### config.mk
export PLATFORM = sky130hd
export DESIGN_NAME = kyber_run_ctrl
export DESIGN_NICKNAME = d
export VERILOG_FILES = /design/src/rtl/kyber_ctrl_pkg.sv /design/src/rtl/kyber_rise_det.sv /design/src/rtl/kyber_run_ctrl.sv
export SDC_FILE = /design/constraint.sdc
export NUM_CORES = 1
export LEC_CHECK = 0
export CORE_ASPECT_RATIO = 2
export CORE_UTILIZATION = 62
export CTS_CLUSTER_DIAMETER = 50
export CTS_CLUSTER_SIZE = 8
export DETAILED_ROUTE_END_ITERATION = 8
export PLACE_DENSITY = 0.9
export SYNTH_ARGS = -nofsm -noshare
export SYNTH_HDL_FRONTEND = slang
export SYNTH_HIERARCHICAL = 1
export SYNTH_SLANG_ARGS = --single-unit
### constraint.sdc
create_clock -name clk -period 6.5 [get_ports clk]
set_input_delay 1.3 -clock clk [delete_from_list [all_inputs] [get_ports clk]]
set_output_delay 1.3 -clock clk [all_outputs]
set_load 0.03 [all_outputs]
### src/rtl/kyber_ctrl_pkg.sv
// Shared definitions for the Kyber run-control sequencer: state encoding,
// default timing constants and small state-class helpers.
package kyber_ctrl_pkg;

  localparam int STATE_W = 3;

  localparam logic [STATE_W-1:0] IDLE       = 3'd0;
  localparam logic [STATE_W-1:0] RESET_HOLD = 3'd1;
  localparam logic [STATE_W-1:0] SETTLE     = 3'd2;
  localparam logic [STATE_W-1:0] START      = 3'd3;
  localparam logic [STATE_W-1:0] RUN        = 3'd4;
  localparam logic [STATE_W-1:0] DONE       = 3'd5;
  localparam logic [STATE_W-1:0] TIMEOUT    = 3'd6;

  localparam int DEF_CNT_W       = 32;
  localparam int DEF_TIMEOUT_CYC = 1000000;
  localparam int DEF_SETTLE_CYC  = 4;

  // States in which a start edge may launch a new run.
  function automatic logic is_ready(input logic [STATE_W-1:0] s);
    return (s == IDLE) || (s == DONE) || (s == TIMEOUT);
  endfunction

  function automatic logic is_busy(input logic [STATE_W-1:0] s);
    return (s == RESET_HOLD) || (s == SETTLE) || (s == START) || (s == RUN);
  endfunction

endpackage

### src/rtl/kyber_rise_det.sv
// Registered rising-edge detector; PREV_RST sets the history value after
// reset so a level already high at reset can be ignored.
module kyber_rise_det #(
  parameter logic PREV_RST = 1'b0
) (
  input  logic i_clk,
  input  logic i_rst,
  input  logic i_d,
  output logic o_rise
);

  logic r_prev;

  always_ff @(posedge i_clk) begin
    if (i_rst) begin
      r_prev <= PREV_RST;
    end else begin
      r_prev <= i_d;
    end
  end

  assign o_rise = i_d & ~r_prev;

endmodule

### src/rtl/kyber_run_ctrl.sv
// Kyber core run-control: sequences core reset/settle, launches runs,
// measures run length, aborts hung runs and keeps sticky status.
//
// state      | meaning
// IDLE       | ready, waiting for a start edge
// RESET_HOLD | core held in reset while rst_pulse is high
// SETTLE     | core reset released, waiting SETTLE_CYC cycles
// START      | one-cycle start strobe to the core
// RUN        | core running, counting cycles toward timeout
// DONE       | last run completed; ready
// TIMEOUT    | last run aborted by timeout; ready
module kyber_run_ctrl
  import kyber_ctrl_pkg::*;
#(
  parameter int CNT_W       = DEF_CNT_W,
  parameter int TIMEOUT_CYC = DEF_TIMEOUT_CYC,
  parameter int SETTLE_CYC  = DEF_SETTLE_CYC
) (
  input  logic             clk,
  input  logic             rst,
  input  logic             rst_pulse,
  input  logic             start_in,
  input  logic             core_done,
  output logic             core_rst,
  output logic             core_start,
  output logic             busy,
  output logic             done,
  output logic             timeout,
  output logic             start_ovr,
  output logic [CNT_W-1:0] cycles
);

  localparam logic [CNT_W-1:0] TC_VAL      = CNT_W'(TIMEOUT_CYC);
  localparam logic [CNT_W-1:0] SETTLE_LAST = CNT_W'(SETTLE_CYC - 1);

  logic [STATE_W-1:0] r_state;
  logic [CNT_W-1:0]   r_cnt;
  logic [CNT_W-1:0]   r_cycles;
  logic               r_done;
  logic               r_timeout;
  logic               r_start_ovr;

  logic [STATE_W-1:0] w_state_nxt;
  logic [CNT_W-1:0]   w_cnt_nxt;
  logic [CNT_W-1:0]   w_cycles_nxt;
  logic               w_done_nxt;
  logic               w_timeout_nxt;
  logic               w_start_ovr_nxt;
  logic [CNT_W-1:0]   w_cnt_inc;
  logic               w_start_edge;

  // History resets high so a start level held through reset is not an edge.
  kyber_rise_det #(
    .PREV_RST (1'b1)
  ) u_start_det (
    .i_clk  (clk),
    .i_rst  (rst),
    .i_d    (start_in),
    .o_rise (w_start_edge)
  );

  assign w_cnt_inc = r_cnt + CNT_W'(1);

  always_comb begin
    w_state_nxt     = r_state;
    w_cnt_nxt       = r_cnt;
    w_cycles_nxt    = r_cycles;
    w_done_nxt      = r_done;
    w_timeout_nxt   = r_timeout;
    w_start_ovr_nxt = r_start_ovr;

    if (rst_pulse) begin
      w_state_nxt     = RESET_HOLD;
      w_cnt_nxt       = '0;
      w_done_nxt      = 1'b0;
      w_timeout_nxt   = 1'b0;
      w_start_ovr_nxt = 1'b0;
    end else begin
      case (r_state)
        RESET_HOLD: begin
          w_state_nxt = SETTLE;
          w_cnt_nxt   = '0;
        end
        SETTLE: begin
          if (r_cnt == SETTLE_LAST) begin
            w_state_nxt = IDLE;
            w_cnt_nxt   = '0;
          end else begin
            w_cnt_nxt = w_cnt_inc;
          end
        end
        IDLE, DONE, TIMEOUT: begin
          if (w_start_edge) begin
            w_state_nxt = START;
          end
        end
        START: begin
          w_state_nxt   = RUN;
          w_cnt_nxt     = '0;
          w_done_nxt    = 1'b0;
          w_timeout_nxt = 1'b0;
          if (w_start_edge) begin
            w_start_ovr_nxt = 1'b1;
          end
        end
        RUN: begin
          w_cnt_nxt = w_cnt_inc;
          if (w_start_edge) begin
            w_start_ovr_nxt = 1'b1;
          end
          // Completion on the terminal-count cycle still counts as a success.
          if (core_done) begin
            w_state_nxt  = DONE;
            w_cycles_nxt = w_cnt_inc;
            w_done_nxt   = 1'b1;
          end else if (w_cnt_inc == TC_VAL) begin
            w_state_nxt   = TIMEOUT;
            w_cycles_nxt  = TC_VAL;
            w_timeout_nxt = 1'b1;
          end
        end
        default: begin
          w_state_nxt = IDLE;
          w_cnt_nxt   = '0;
        end
      endcase
    end
  end

  always_ff @(posedge clk) begin
    if (rst) begin
      r_state     <= IDLE;
      r_cnt       <= '0;
      r_cycles    <= '0;
      r_done      <= 1'b0;
      r_timeout   <= 1'b0;
      r_start_ovr <= 1'b0;
    end else begin
      r_state     <= w_state_nxt;
      r_cnt       <= w_cnt_nxt;
      r_cycles    <= w_cycles_nxt;
      r_done      <= w_done_nxt;
      r_timeout   <= w_timeout_nxt;
      r_start_ovr <= w_start_ovr_nxt;
    end
  end

  assign core_rst   = (r_state == RESET_HOLD);
  assign core_start = (r_state == START);
  assign busy       = is_busy(r_state);
  assign done       = r_done;
  assign timeout    = r_timeout;
  assign start_ovr  = r_start_ovr;
  assign cycles     = r_cycles;

endmodule

-- Word-level counts from Yosys, hierarchy flattened
Index checks and enable logic that the tools add are counted.
- add/sub/neg operators: 1
- $mul: 0
- div/mod/pow operators: 0
- equal/unequal tests: 17
- shifts and indexed selects: 0
- $lt $le $gt $ge: 0
- bitwise gates (word level): 3
- mux-type cells: 15
- reductions and logical operators: 15
- operators with widths (cell ; count):
    $mux 32 ; 3
    $pmux 32 s3 ; 1
    $add 32x1->32 const B ; 1
    $eq 32x2->1 const B ; 1
    $eq 32x20->1 const B ; 1
    $pmux 3 s5 ; 1
    $mux 3 ; 4
    $reduce_and 3->1 ; 4
    $eq 3x3->1 const B ; 3
    $ne 2x2->1 const B ; 4
    $eq 3x2->1 const B ; 2
    $ne 3x3->1 const B ; 2
    $mux 1 ; 4
    $ne 4x4->1 const B ; 1
    $pmux 1 s2 ; 2
    $reduce_and 2->1 ; 2
    $reduce_bool 2->1 ; 2
    $reduce_or 2->1 ; 2
    $eq 3x1->1 const B ; 1
    $logic_not 3->1 ; 1
    $logic_or 1x1->1 ; 3
    $ne 3x2->1 const B ; 1
    $reduce_or 3->1 ; 1
    $ne 2x1->1 const B ; 1
    2 further kinds ; 3
- memories kept: 0
- memory bits (read-only): 0
- RAM bits: 0
- word-level logic and storage cells: 59
- latch bits: 0
- output and inout port bits: 38
- input bits: 5
- bits in registers: 71

-- Logic depth before layout (Yosys ltp)
Gate-level depths: netlist (run 1).
- depth after elaboration: 6
- mapped depth: 10
- depth with buffers taken out: 8

-- Modules after synthesis
The synthesis (run 1) kept the hierarchy.
- by module, submodules not included (module ; area an instance (um2) ; instances ; sequential area each (um2) ; cells each):
    kyber_run_ctrl ; 4192.8 ; 1 ; 1401.3 ; 526
    kyber_rise_det ; 32.5 ; 1 ; 20.0 ; 3

-- Worst setup path after synthesis (run 1)
No wires, ideal clock.
- kind: reg2reg
- start: register r_cnt[1]
- end: register r_timeout, in the netlist timeout
- setup time: 97 ps
- arrival: 2779 ps
- buffers on the path: 2
- cell stages (with the launch flop): 11
- clock period less this slack: 2876 ps
- required time: 6403 ps
- slack: 3624 ps
- cell sequence: dfxtp_1 > ha_1 > nand3_1 > buf_2 > nor4_1 > nand3_1 > xor2_1 > nand3b_1 > or4_1 > buf_6 > o41ai_4
- longest elaborated chain between the ends: 4
- ends and longest elaborated chain (item ; line ; RTL):
    start, declared ; kyber_run_ctrl.sv:37 ; logic [CNT_W-1:0] r_cnt;
    start signal, assigned ; kyber_run_ctrl.sv:140 ; r_cnt <= w_cnt_nxt;
    $add 32x1->32 ; kyber_run_ctrl.sv:62 ; assign w_cnt_inc = r_cnt + CNT_W'(1);
    $eq 32x20->1 ; kyber_run_ctrl.sv:116 ; end else if (w_cnt_inc == TC_VAL) begin
    $ne 2x2->1 (no source line) ; -- ;
    $reduce_and 3->1 (no source line) ; -- ;
    end signal, assigned ; kyber_run_ctrl.sv:143 ; r_timeout <= w_timeout_nxt;
    end, declared ; kyber_run_ctrl.sv:40 ; logic r_timeout;
No other way between the ends.
A chain may end at the register's enable or synchronous reset.

-- Final worst setup path (run 1)
- start: register r_cnt[0]
- end: register r_cycles[3], in the netlist cycles[3]
- longest elaborated chain between the ends: 4
- elaborated cells between the ends (all ways): 5
- classes of those cells: add/sub: 1; eq/ne: 1; mux: 1; reduce/logical: 2
- ends and longest elaborated chain (item ; line ; RTL):
    $add 32x1->32 * ; kyber_run_ctrl.sv:62 ;
    $eq 32x20->1 ; kyber_run_ctrl.sv:116 ;
    $reduce_bool 2->1 (no source line) ; -- ;
    $reduce_and 3->1 (no source line) ; -- ;
    end signal, assigned ; kyber_run_ctrl.sv:141 ; r_cycles <= w_cycles_nxt;
    end, declared ; kyber_run_ctrl.sv:38 ; logic [CNT_W-1:0] r_cycles;
Every way passes the cells marked *; elsewhere a longest branch is shown, timed or not.

==> results of run 1 <==
[worst max-delay path by stage]
stage / startpoint / to / slack, ns / cells after the start
6_report: r_cnt[0] / cycles[3] / 2.22 / 8
5_1_grt: r_cnt[0] / cycles[3] / 1.86 / 8
4_1_cts: r_cnt[0] / cycles[3] / 2.31 / 8
3_5_place_dp: r_cnt[0] / cycles[29] / 2.36 / 8
3_3_place_gp: rst / r_cnt[0] / 2.52 / 5
2_1_floorplan: r_cnt[1] / timeout / 3.62 / 10
[per-stage QoR]
| stage | hold slack [ns] | instances | power (uW) | instance area [um^2] |
|---|---|---|---|---|
| after floorplan | 0.513 | 529 | 484 | 4230 |
| after global placement | 0.458 | 620 | 498 | 4510 |
| after detailed placement | 0.472 | 620 | 499 | 4510 |
| after CTS | 0.485 | 636 | 975 | 4800 |
| after global routing | 0.516 | 636 | 999 | 4800 |
| final | 0.470 | 636 | 972 | 4800 |
[worst max-delay path, cell delays in order (launching register included)]
cell and delay, ns:
dfxtp_1 0.50, ha_1 0.34, nand3_1 0.41, or3_1 0.51, or3_4 0.38, a2111oi_0 0.43, nand4_1 0.18, o311ai_2 1.08
o221ai_1 0.27
[placed cells by master, fill, tap and decap left out, drive strengths merged, types with 4 or more instances in the layout]
| cell | synthesis | layout |
|---|---|---|
| dfxtp | 71 | 71 |
| nor2 | 56 | 56 |
| clkdlybuf4s50 | 0 | 42 |
| o21ai | 40 | 40 |
| a21oi | 37 | 37 |
| nand2 | 30 | 30 |
| inv | 29 | 29 |
| nand4 | 18 | 18 |
| nand3 | 17 | 17 |
| xnor2 | 14 | 14 |
| nor3 | 14 | 14 |
| xor2 | 14 | 14 |
| a22oi | 14 | 14 |
| nor4 | 13 | 13 |
| a32oi | 12 | 12 |
| nand3b | 10 | 10 |
| o221ai | 10 | 10 |
| clkbuf | 28 | 10 |
| nand2b | 8 | 8 |
| or3 | 8 | 8 |
| and3 | 7 | 7 |
| nor2b | 5 | 5 |
| o41ai | 5 | 5 |
| clkinv | 1 | 5 |
| and2 | 4 | 4 |
| a211oi | 4 | 4 |
| o32a | 4 | 4 |
[cell type report]
type	instances	area, um^2
flip-flops and latches	71	1420
repair buffers	45	443
multi-input cells	386	2430
inverters	30	113
well taps	88	110
clock buffers	10	229
fillers	519	1820
clock inverters	6	61.3
[flip-flops by register name, summed over array words and instances, names as in the netlist]
register	flops
cycles	32
timeout	1
r_state	3
u_start_det/r_prev	1
done	1
start_ovr	1
r_cnt	32
[kinds of logic after synthesis]
logic type | count (synthesis) | synth area share, %
compound gates | 148 | 23.6
buf+inv | 72 | 9.00
simple gates | 206 | 26.9
flops | 71 | 33.6
mux | 3 | 0.740
fa+ha+maj | 1 | 0.296
xor+xnor | 28 | 5.80
[layer usage]
layer | GRT usage [%] | part of all wire (%)
met4 | 25.7 | 6.9
met5 | 0 | 0
met3 | 9.74 | 8.6
met1 | 43.0 | 35
met2 | 60.6 | 49
[where the power goes]
part | switching, uW | internal (uW)
clock network | 185 | 295
registers | 2.70 | 437
logic | 37.2 | 14.8
total | 225 | 747
==> metrics, run 1 <==
run status=finished, final reports clean; RSZ-0062 raised after global routing=false; Cell variety after synth=68; clock latency on the worst-skew pair=0.34 ns; top-count cell post-synth=dfxtp_1; synthesis-stage register bit count=71; Async SR Flop Fraction=0%; pre-CTS setup slack=2.36 ns; Chip Height=119 um; initial antenna violation count=0; Setup-failing EPs final=0; hold path startpoint=start_ovr; DR WL/cell=20.0 um; Congestion Overflow GR=0; worst vdd ir=between 0.1 and 0.15 mV; pin count of the biggest net entering global routing=33; WS Path Type=flip-flop to flip-flop; clk slew on worst S/H paths=around 0.050 ns; final estimated routing congestion in global placement=slightly above 1; Core Region=0.00662 mm^2; minimum clock period=approximately 4.3 ns; CTS tree=done; Post-CTS Resized=0; Critical Path AT=4.43 ns; Synth Flop Type=dfxtp_1; port buffer count=42; Total Routing Usage GR=roughly two fifths; pwr/cell area=202 mW/mm^2; leading area contributor after synthesis=dfxtp_1; DRT Wirelength=between 10000 and 15000 um; Clock Skews=0.00656 ns; CP Max Fanout=22; Final Max Tran Viols=0; Post-synth EDFFs=0; TritonCTS Buffers=9; Post-synth top cells=dfxtp_1 (71), nor2_1 (56), o21ai_0 (40); Hold Path Class=flip-flop to flip-flop; die area=0.00717 mm^2; Final Hold Viols=0; Hold Path Depth=2; critical path required time=roughly 6.7 ns; Remaining DRCs=0; Detailed Route Iter0 Violations=654; dominant cells by area after synthesis=dfxtp_1 (34%), nor2_1 (5.0%), o21ai_0 (4.7%); via count=4312; worst-margin pin slew=1.31 ns; Ys Warns=6; vias in the first global route=4073; post-CTS setup buffers=0; Ports=43; element type at the critical path start=flip-flop; Final Core Density=72.6%; synthesized net count=roughly 540; Layout area overhead=13.7%; hold endpoint=start_ovr; maxcap violations=0; clk buf depth=2; share of cells above drive strength 1=6.93%; Crit. End Element=flip-flop; diodes inserted=0; Mean Syn Cell Area=7.99 um^2; R2R setup slack=2.22 ns; f_max=between 200 and 250 MHz; average via count per standard cell=6.78; Post-Synthesis Cells=529; Lkg Pwr=0.00161 uW; Die Wd=60.4 um; H-tree levels=3; DPL Wire Length=8870 um; setup ws final=2.22 ns; RR Endpoint=cycles[3]; period utilisation layout=65.9%; Slew headroom=12.5%; TritonCTS Sinks=71; reg2reg start=r_cnt[0]; # nets final=549; # hold bufs at CTS=0; synthesized area=0.00423 mm^2; initial core utilization=63.8%; top cell type's share of synthesized area=33.6%; Post-DRT Antenna Nets=0; Initial DRT Pass Iterations=5; sequential area share after synthesis=around a third; worst r2r path cells=8; setup TNS=0 ns; site row count=42; Clock Tree Root=clkbuf_16; first-pass GRT wire length=20500 um
No activity file was read; power rests on OpenSTA's default activity.
==> inputs of run 2 (changes only) <==
- CORE_UTILIZATION: 62 -> 52
- PLACE_DENSITY: 0.9 -> 0.81
- clock period: 6.5 -> 3.9 ns (I/O delays scaled with it)
==> run 2 against run 1 <==
  * Sequential power up 67%
  * Critical path depth unchanged
  * Clock skew down 0.00070 ns
  * Combinational power up 77%
  * Die area up 19%
  * Core utilization down 10 points
  * Register-to-register slack worse by 1.7 ns
  * Sequential share of layout area down 0.71 points
  * Fmax up 25%
  * Final cell count up 3.3%
  * Wire length up 3.0%
  * Critical path type unchanged
  * Largest cell class unchanged
  * Highest routed layer unchanged
==> metrics, run 2 (same netlist as run 1, synthesis figures left out) <==
Initial DRT Pass Iterations=5; H-tree levels=3; DR WL/cell=19.9 um; Critical Path Max Stage Delay=around 0.74 ns; WS Path Type=flip-flop to flip-flop; commonest cells after routing, fill and taps aside=dfxtp_1 (71), nor2_1 (56), clkdlybuf4s50_1 (42), o21ai_0 (38), a21oi_1 (37); Final Hold Viols=0; Cell Chain, Critical Path=ha_1, nand3_1, nor4_1, nand3_1, xor2_1, nand3b_1, or4_1, o41ai_4; Setup-failing EPs final=0; f_max=292 MHz; TritonCTS Sinks=a little over 70; worst vdd ir=0.256 mV; element type at the critical path start=flip-flop; period utilisation layout=87.9%; DPL Wire Length=9560 um; DRT Wirelength=around 13000 um; met2 GRT Util=a little under three fifths; worst-margin pin slew=1.08 ns; run status=finished, final reports clean; vias in the first global route=3827; Remaining DRCs=0; Layout Cells excl Fill=657; # hold bufs at CTS=0; die area=between 0.008 and 0.009 mm^2; via count=4196; Crit. End Element=flip-flop; critical path required time=between 4 and 5 ns; initial antenna violation count=0; clk slew on worst S/H paths=0.06 ns; Lkg Pwr=~0.0017 uW; clk buf depth=2; Chip Height=129 um; site row count=46; Post-CTS Resized=0; maxcap violations=0; Congestion Overflow GR=0; placed cell count=641; gr busiest metal=met2; crit-path most repeated cell=nand3_1; Core Region=just under 0.008 mm^2; most common cell after layout, fill and taps aside=dfxtp_1; Clock Skews=0.00587 ns; Die Wd=65.7 um; Final Max Tran Viols=0; Slew headroom=between 20% and 30%; diodes inserted=0; Total Routing Usage GR=about a third; final estimated routing congestion in global placement=0.943; Detailed Route Iter0 Violations=334; Hold Path Class=flip-flop to flip-flop; Post-DRT Antenna Nets=0; pwr/cell area=about 330 mW/mm^2; RSZ-0062 raised after global routing=false; met1 Use GR=34.8%; first-pass GRT wire length=about 20000 um; average via count per standard cell=between 6 and 7; initial core utilization=53.6%; clock latency on the worst-skew pair=~0.34 ns; CTS tree=done; CP Max Fanout=10; Clock Tree Root=clkbuf_16; Ports=between 40 and 50; GRT met3 Usage=about 5.9%; worst hold margin=between 0.4 and 0.5 ns; port buffer count=42; # nets final=~560; share of cells above drive strength 1=between 9 and 10%; TritonCTS Buffers=9; Critical Path Slowest Stage Cell=or4_1; pin count of the biggest net entering global routing=38; Layout area overhead=16.5%; setup TNS=0 ns; Critical Path AT=3.67 ns; minimum clock period=3.43 ns; post-CTS setup buffers=0
## run 2: final timing paths
| check | start | to | slack (ns) | cells past startpoint |
|---|---|---|---|---|
| worst max-delay path | r_cnt[0] | timeout | 0.47 | 8 |
| worst min-delay path | start_ovr | start_ovr | 0.47 | 2 |
| worst max register to register | r_cnt[0] | timeout | 0.47 | 8 |
| worst min register to register | start_ovr | start_ovr | 0.47 | 2 |
## run 2: per-layer routing
metal,vias up,part of all wire (%)
li1,1991,-
met1,1982,38
met2,184,53
met3,39,5.2
met4,0,3.6
met5,-,0
## run 2: where the power goes
group | total (uW) | leakage, uW | internal [uW] | switching (uW)
registers | 732 | 0.000572 | 728 | 4.63
logic | 92.0 | 0.000952 | 28.0 | 64.0
clock network | 823 | 0.000149 | 512 | 310
total | 1650 | 0.00167 | 1270 | 379
## run 2: area by class of cell
cell class	instances	area, um^2
clock buffers	11	243
clock inverters	5	57.6
fillers	693	2960
inverters	30	113
multi-input cells	386	2430
flip-flops and latches	71	1420
well taps	96	120
repair buffers	58	541
## run 2: worst max-delay path: cells and delay by family, from the launching register on
kind / cells / cell delay (ns)
DFF: 1 / 0.49
AOI/OAI and AO/OA: 1 / 0.38
and+or+nand+nor: 5 / 1.89
adders and majority gates: 1 / 0.31
xor gates and xnor gates: 1 / 0.26
## run 2: stage by stage
| step | cell area (um^2) | util (%) | total power, uW | setup WS (ns) |
|---|---|---|---|---|
| 6_report | 4920 | 62.4 | 1650 | 0.473 |
| 5_1_grt | 4920 | 62.4 | 1700 | 0.265 |
| 4_1_cts | 4920 | 62.4 | 1660 | 0.520 |
| 3_5_place_dp | 4620 | 58.6 | 839 | 0.550 |
| 3_3_place_gp | 4620 | 58.6 | 837 | 0.591 |
| 2_1_floorplan | 4230 | - | 806 | 1.02 |
==> inputs of run 3 (changes only) <==
- CORE_UTILIZATION: 52 -> 57
- PLACE_DENSITY: 0.81 -> 0.84
- clock period: 3.9 -> 3.5 ns (I/O delays scaled with it)
==> run 3 against run 2 <==
  * Setup slack lost 0.24 ns
  * Largest cell class unchanged
  * Critical path depth grew 1
  * Via count grew 1.4%
  * Wire length shrank 4.4%
  * Total power grew 15%
  * Critical endpoint is now cycles[10]
  * Register-to-register slack lost 0.24 ns
  * First-iteration DRC count grew 57%
  * Core utilization grew 6.9 points
  * Sequential power grew 12%
  * Hold slack gained 0.0083 ns
  * Fmax grew 4.8%
==> metrics, run 3 (same netlist as run 1, synthesis figures left out) <==
run status=finished, final reports clean; TritonCTS Buffers=9; DR WL/cell=19.0 um; Clock Skews=0.00719 ns; Slew headroom=roughly a third; Switching Share=a little over a fifth; Layout Cells excl Fill=658; Clock Tree Root=clkbuf_16; Critical Path AT=3.46 ns; worst vdd ir=0.357 mV; Setup-failing EPs final=0; element type at the critical path start=flip-flop; f_max=306 MHz; sw power=413 uW; Crit. End Element=flip-flop; die area=0.00778 mm^2; H-tree levels=3; Final Max Tran Viols=0; WS Path Type=flip-flop to flip-flop; port buffer count=42; clk slew on worst S/H paths=0.05 ns; Post-DRT Antenna Nets=0; Clock power frac=51.5%; initial core utilization=58.6%; vias in the first global route=roughly 4k; Total Routing Usage GR=32.8%; Layout fillers=579; setup TNS=0 ns; DRT Wirelength=12500 um; average via count per standard cell=6.47; commonest cells after routing, fill and taps aside=dfxtp_1 (71), nor2_1 (56), clkdlybuf4s50_1 (42), o21ai_0 (38), a21oi_1 (37); CP Max Fanout=22; minimum clock period=3.27 ns; pwr/cell area=roughly 380 mW/mm^2; Initial DRT Pass Iterations=6; diodes inserted=0; Final Hold Viols=0; Int Power=about 1500 uW; total power=1900 uW; clock latency on the worst-skew pair=0.33 ns; critical path required time=3.68 ns; Design Area, Final=0.00500 mm^2; initial antenna violation count=0; sequential power share=43.0%; period utilisation layout=93.5%; # hold bufs at CTS=0; via count=roughly 4.3k; # nets final=approximately 570; Ports=between 40 and 50; Remaining DRCs=0; share of cells above drive strength 1=10.1%; worst-margin pin slew=0.976 ns; worst hold margin=between 0.4 and 0.5 ns; TritonCTS Sinks=71; RSZ-0062 raised after global routing=false; Congestion Overflow GR=0; Die Wd=62.9 um; pin count of the biggest net entering global routing=28; final estimated routing congestion in global placement=1.10; Chip Height=124 um; placed cell count=about 640; CTS tree=done; first-pass GRT wire length=roughly 20000 um; cell area after placement=0.00467 mm^2; Core Region=0.00721 mm^2; Layout area overhead=18.2%; Lkg Pwr=0.00171 uW; maxcap violations=0; site row count=44; most common cell after layout, fill and taps aside=dfxtp_1; DPL Wire Length=9280 um; Detailed Route Iter0 Violations=523; combinational share of power=5.5%; clk buf depth=2; Hold Path Class=flip-flop to flip-flop
-- run 3: area by class of cell --
class / instances / area [um^2] / share of cell area (%)
inverters: 30 / 113 / 2.25
clock inverters: 5 / 81.3 / 1.63
flip-flops and latches: 71 / 1420 / 28.4
repair buffers: 63 / 591 / 11.8
well taps: 92 / 115 / 2.30
multi-input cells: 386 / 2430 / 48.7
clock buffers: 11 / 243 / 4.86
-- run 3: layer usage --
layer	vias up	part of all wire [%]	track usage [%]
li1	2005	-	-
met1	1981	37	35.3
met2	214	51	56.1
met3	55	6.0	6.14
met4	0	6.2	25.1
met5	-	0	0
-- run 3: worst paths after layout --
| kind | startpoint | endpoint | slack, ns | cells after the start |
|---|---|---|---|---|
| max | r_cnt[0] | cycles[10] | 0.23 | 9 |
| min | start_ovr | start_ovr | 0.48 | 2 |
| max reg2reg | r_cnt[0] | cycles[10] | 0.23 | 9 |
| min reg2reg | start_ovr | start_ovr | 0.48 | 2 |
-- run 3: timing repair --
item,in CTS,in global routing
setup endpoints to repair,0,2
gates resized for setup,0,2
endpoints found under the hold margin,0,0
buffers inserted,0,0
-- run 3: through the flow --
step	utilization, %	worst slack [ns]
2_1_floorplan	-	0.624
3_3_place_gp	64.7	0.308
3_5_place_dp	64.7	0.209
4_1_cts	69.2	0.198
5_1_grt	69.3	0.0432
6_report	69.3	0.229
-- run 3: worst max-delay path, cell delays in order (launching register included) --
cell and delay (ns):
dfxtp_1 0.49, ha_1 0.32, or3b_2 0.48, a211oi_1 0.23, o2111ai_1 0.23, a2111oi_1 0.48, nand4_1 0.18, o311ai_2 0.26
buf_4 0.30, o221ai_1 0.14
-- run 3: power by group through the flow --
stage	logic [uW]	clock network (uW)	registers [uW]
detailed placement	102	0	834
CTS	103	988	816
global placement	101	0	834
global route	112	1020	816
finish	104	979	817
floorplan	67.3	0	831
